`src/rtl/vector_writeback_buffer.sv`:
```
// In-order {addr, data} FIFO between the vector result producer and register-file
// write port 3, with a per-register pending scoreboard for hazard detection.
module vector_writeback_buffer #(
  parameter int NUM_REGS  = 8,
  parameter int REG_WIDTH = 256,
  parameter int DEPTH     = 4
) (
  input  logic                     clk,
  input  logic                     rst,
  input  logic                     in_valid,
  output logic                     in_ready,
  input  logic [4:0]               in_addr,
  input  logic [REG_WIDTH-1:0]     in_data,
  input  logic                     wb_stall,
  output logic                     WE3,
  output logic [4:0]               A3,
  output logic [REG_WIDTH-1:0]     WD3,
  output logic [NUM_REGS-1:0]      pending,
  output logic [$clog2(DEPTH):0]   count,
  output logic                     full,
  output logic                     empty,
  output logic                     drop_err
);

  localparam int AW = $clog2(DEPTH);
  localparam int CW = AW + 1;

  logic [AW-1:0]        rd_ptr;
  logic [AW-1:0]        wr_ptr;
  logic [4:0]           addr_mem [DEPTH];
  logic [REG_WIDTH-1:0] data_mem [DEPTH];
  logic                 accept;
  logic                 in_range;
  logic                 push;
  logic                 pop;

  assign empty    = (count == '0);
  assign full     = (count == CW'(DEPTH));
  assign in_ready = !full;
  assign in_range = ({27'd0, in_addr} < 32'(NUM_REGS));
  assign accept   = in_valid && in_ready;
  assign push     = accept && in_range;
  assign WE3      = !empty && !wb_stall;
  assign pop      = WE3;
  assign A3       = empty ? '0 : addr_mem[rd_ptr];
  assign WD3      = empty ? '0 : data_mem[rd_ptr];

  // Scan from the head: the entry i slots past rd_ptr is live iff i < count.
  always_comb begin
    pending = '0;
    for (int i = 0; i < DEPTH; i++) begin
      for (int r = 0; r < NUM_REGS; r++) begin
        if ((CW'(i) < count) && (addr_mem[rd_ptr + AW'(i)] == 5'(r))) begin
          pending[r] = 1'b1;
        end
      end
    end
  end

  always_ff @(posedge clk or negedge rst) begin
    if (!rst) begin
      rd_ptr   <= '0;
      wr_ptr   <= '0;
      count    <= '0;
      drop_err <= 1'b0;
    end else begin
      drop_err <= accept && !in_range;
      if (push) begin
        wr_ptr <= wr_ptr + AW'(1);
      end
      if (pop) begin
        rd_ptr <= rd_ptr + AW'(1);
      end
      if (push && !pop) begin
        count <= count + CW'(1);
      end else if (pop && !push) begin
        count <= count - CW'(1);
      end
    end
  end

  // Storage is never reset; count alone decides which slots are meaningful.
  always_ff @(posedge clk) begin
    if (push) begin
      addr_mem[wr_ptr] <= in_addr;
      data_mem[wr_ptr] <= in_data;
    end
  end

endmodule

```
`config.mk`:
```
export PLATFORM = sky130hd
export DESIGN_NAME = vector_writeback_buffer
export DESIGN_NICKNAME = d
export VERILOG_FILES = /design/src/rtl/vector_writeback_buffer.sv
export SDC_FILE = /design/constraint.sdc
export NUM_CORES = 1
export LEC_CHECK = 0
export CORE_MARGIN = 4
export CORE_UTILIZATION = 45
export DETAILED_ROUTE_END_ITERATION = 6
export PLACE_DENSITY = 0.73
export SYNTH_ARGS = -nofsm -noshare
export SYNTH_HDL_FRONTEND = slang
export SYNTH_SLANG_ARGS = --single-unit
```
`constraint.sdc`:
```
create_clock -name clk -period 21.2 [get_ports clk]
set_input_delay 5.3 -clock clk [delete_from_list [all_inputs] [get_ports clk]]
set_output_delay 5.3 -clock clk [all_outputs]
set_load 0.005 [all_outputs]
```
# After elaboration in Yosys (flattened, before gate mapping)
# Memories as Yosys holds them, arrays and structs flattened.
# Cells that the tools add are included.
# word_totals
reg_bits,8
latch_bits,0
ramBits,1044
rom_bits,0
inputBits,265
memories,2
# classes
n_addsub,6
mul,0
div,0
n_lt_le_gt_ge,5
n_eq_ne,29
shift,0
n_mux,38
n_bitwise,0
reduce_logical,50
# mem_list
memory,depth,width,rd,rd_ports_with_merged_regs,write_ports,line_no,source
data_mem,4,256,1,0,1,31,logic [REG_WIDTH-1:0] data_mem [DEPTH];
addr_mem,4,5,4,0,1,30,logic [4:0] addr_mem [DEPTH];
# op_table
cell,count
256-bit 2-to-1 mux,1
"5-bit by 3-bit == test with 1-bit output, second input constant",16
"5-bit by 2-bit == test with 1-bit output, second input constant",8
1-bit logical AND,38
1-bit 2-to-1 mux,34
"5-bit by 1-bit == test with 1-bit output, second input constant",4
5-bit logical NOT,4
1-bit logical NOT,6
"1-bit by 3-bit < comparator with 1-bit output, first input constant",2
"2-bit by 3-bit < comparator with 1-bit output, first input constant",2
3-bit 2-to-1 mux,2
"5-bit by 4-bit < comparator with 1-bit output, second input constant",1
5-bit 2-to-1 mux,1
"2-bit by 1-bit adder with 2-bit output, second input constant",2
"2-bit adder, second input constant",2
"3-bit by 1-bit adder with 3-bit output, second input constant",1
"3-bit == test, second input constant",1
3-bit logical NOT,1
"3-bit by 1-bit subtractor with 3-bit output, second input constant",1
2-bit nonzero test,1

# Depth between registers and ports, before layout
# logic_depth
depth_word,8
depth_mapped,11
mapped_depth_nobuf,9

# Least setup slack after synthesis
# OpenSTA, ideal clock, no wires.
# synth_timing
path_type,in2reg
start,in in_valid
end,mem addr_mem[0][0] (enable)
setup_time_ps,655
t_arrival_ps,11765
required_ps,20545
setup_slack_ps,8780
stages,3
path_buffers,0
cell_sequence,nand2_1 -> nor3_1 -> and2_1
# synth_between
elab_chain_len,4
# synth_lines
element,line_no,source
start: declaration,10,"input logic in_valid,"
1-bit logical AND,41,assign accept = in_valid && in_ready;
1-bit logical AND,42,assign push = accept && in_range;
via push,34,logic push;
1-bit 2-to-1 mux,84,if (push) begin
1-bit 2-to-1 mux (implied by the code),85,addr_mem[wr_ptr] <= in_addr;
end: declaration,30,
# The timed path passes the listed nets, and every way through them passes these cells.

# Worst setup path after layout
# layout_timing
start,in wb_stall
end,out WE3
# layout_between
elab_chain_len,2
# layout_lines
element,line_no,source
start: declaration,14,"input logic wb_stall,"
1-bit logical NOT,43,assign WE3 = !empty && !wb_stall;
1-bit logical AND,43,
end: declaration,15,"output logic WE3,"
# Every way passes these cells.

==> reports/metrics.cfg <==
[timing]
finalCritPeriodShare_pct = 56.1
fin_crit_ns = 11.89
max_freq_ghz = 0.0841
tns_ns = 0
rsz0062_at_grt = no
slew_violations = 0
final.setup.worst_slack_ns = 9.31
skew_ns = 0.0231
relSlewSlack_pct = 28.7
hold-worst-slack_ns = 0.599
hold_viol_final = 0
finalSetupViolCount = 0
tightestPinTransition_ns = 1.07

[worst_setup_path]
worst_path_most_repeated_cell = clkdlybuf4s50_1
crit_arrival_ns = 6.59
critPathKind = input port to output port
cp_slowest_cell = clkdlybuf4s50_1
crit_family = buffers and inverters
end_kind = output port
timing.rr.start = count[0]
slowest_delay_ns = 0.57
startpoint = wb_stall
critPathLaunchType = input port
crit_required_ns = 15.90
crit_buf_inv = 2
cp_max_fo = 4
worstPathCellList = clkdlybuf4s50_1, nor2_1, clkdlybuf4s50_1

[run]
drv_cap = 0

[yosys]
synth-compound-area-share_pct = 0.141
post_synth.cell_area_avg_um2 = 22.7
synth_top_area_share_pct = 77.0
synthXorXnorAreaFrac_pct = 0.129
mappedNetlistArea_um2 = 40700
yosysUniqueCellTypes = 35
synth_simple_gate_area_share_pct = 5.06
synth_mux_area_share_pct = 15.3
yosys.area_share.adder_pct = 0.277
ys_seq_area_share_pct = 77.5
syn-num-nets = 2065
synthTopCellsByArea = edfxtp_1 (77%), mux4_2 (15%), nor2b_1 (4.1%)
postSynthCellCount = 1791
synth_top_family_by_area = multiplexers
ys_warn_count = 0
async_flop_share_pct = 0.760
yosysTopAreaCell = edfxtp_1
ys_seq_elements = 1052
synth_edf_count = 1044
synth-main-ff-cell = edfxtp_1

[die]
row_count = 110
start_util_pct = 45.3
dieArea_um2 = 95300
die-height_um = 309
core_area_um2 = 89900
die_w_um = 309
pin_count = 542

[placed_design]
dp_cells = 3445
port_buffers = 541
gp_congestion = 0.824
dpl-instance-area_um2 = 47200
dp_slack_ns = 9.29
hpwl_mm = 53.4

[cells_and_area]
area_growth_pct = 24.1
fillers = 6608
fin_util_pct = 56.2
instances_no_fill = 3644
drive_above_1_share_pct = 18.3
layout_common_cells = edfxtp_1 (1044), clkdlybuf4s50_1 (541), mux4_2 (270)
mostFrequentLayoutCell = edfxtp_1
nNetsFinal = 2651
design_area_um2 = 50500

[clocking]
cts_hold_buf = 0
clock_sinks = 1052
htreeDepth = 3
cts_buffers = 106
clock_latency_ns = 0.66
path_clk_slew_ns = 0.06
clk_path_buf_depth = 3
cts_tree = done
cts_resized = 0
cts-root-buf = clkbuf_16
post_cts_buffers = 0

[grt]
grt_pass1_vias = 21100
grt-ovfl-total = 0
antenna_found_initial = 19
track_usage_pct = 18.1
grt_pass1_wl_mm = 131
grt_max_degree = 101

[min_path]
hold_path_class = flip-flop to flip-flop
worstHoldStart = wr_ptr[1]

[pwr]
powerDensity_nw_per_um2 = 127
p_leak_nw = 16.1
power.total_mw = 6.43
ir_drop_uv = 88.4

[route]
ant_nets = 0
routed_wl_mm = 87.3
dr.pass1.iters = 7
vias_per_cell = 5.39
vias = 19600
post_drt_wl_per_cell_um = 24.0
drt_iter0_markers = 1384
remaining_drc_errors = 0

[outcome]
outcome = completed

[where the power goes]
group / leakage (nW) / internal (mW) / switching (mW)
clock: 1.58 / 1.00 / 0.743
sequential: 9.52 / 2.42 / 0.0770
combinational: 5.00 / 1.26 / 0.930
total: 16.1 / 4.68 / 1.75
[worst paths after layout]
path / end / slack, ns / depth (start not counted)
setup / recovery: WE3 / 9.31 / 3
hold / removal: wr_ptr[1] / 0.60 / 1
setup reg to reg: data_mem[2][182] / 16.51 / 8
hold reg to reg: wr_ptr[1] / 0.60 / 1
max in group asynchronous: rd_ptr[0] / 15.93 / 1
min in group asynchronous: rd_ptr[0] / 4.94 / 1
[final cells by class]
cell class              instances  area (µm²)  area share (%)
flip-flops and latches       1052       31600            62.5
multi-input cells             641        8520            16.9
repair buffers                569        5640            11.2
clock buffers                 138        2860            5.66
well taps                    1176        1470            2.91
clock inverters                46         379           0.751
diodes                         15        37.5          0.0743
inverters                       7        26.3          0.0520
[flip-flops by register name (all words and copies together) (netlist names)]
signal	cells
rd_ptr	2
wr_ptr	2
data_mem	1024
count	3
drop_err	1
addr_mem	20
[routing by layer]
| layer | vias up | share of wire, % | GRT usage [%] | wire length, µm |
|---|---|---|---|---|
| li1 | 8555 | - | - | - |
| met1 | 10300 | 37 | 21.8 | 32200 |
| met2 | 634 | 52 | 31.2 | 45700 |
| met3 | 178 | 7.3 | 5.09 | 6380 |
| met4 | 6 | 3.4 | 7.36 | 3010 |
| met5 | - | 0.047 | 0 | 41 |
[cells in the mapped netlist, drive strengths merged (6+ instances only)]
library cell / n
and2: 6
buf: 64
clkbuf: 27
dfrtp: 8
edfxtp: 1044
ha: 9
inv: 6
mux2i: 10
mux4: 270
nand2: 12
nand3: 12
nand4: 18
nor2: 10
nor2b: 266
[kinds of logic after synthesis]
family	Yosys count
flip-flops	1052
AO/OA/AOI/OAI	8
XOR/XNOR	6
adder cells (fa/ha/maj)	9
multiplexers	284
AND/OR/NAND/NOR	334
buffers and inverters	98
Power figures use the tool's default switching activity.
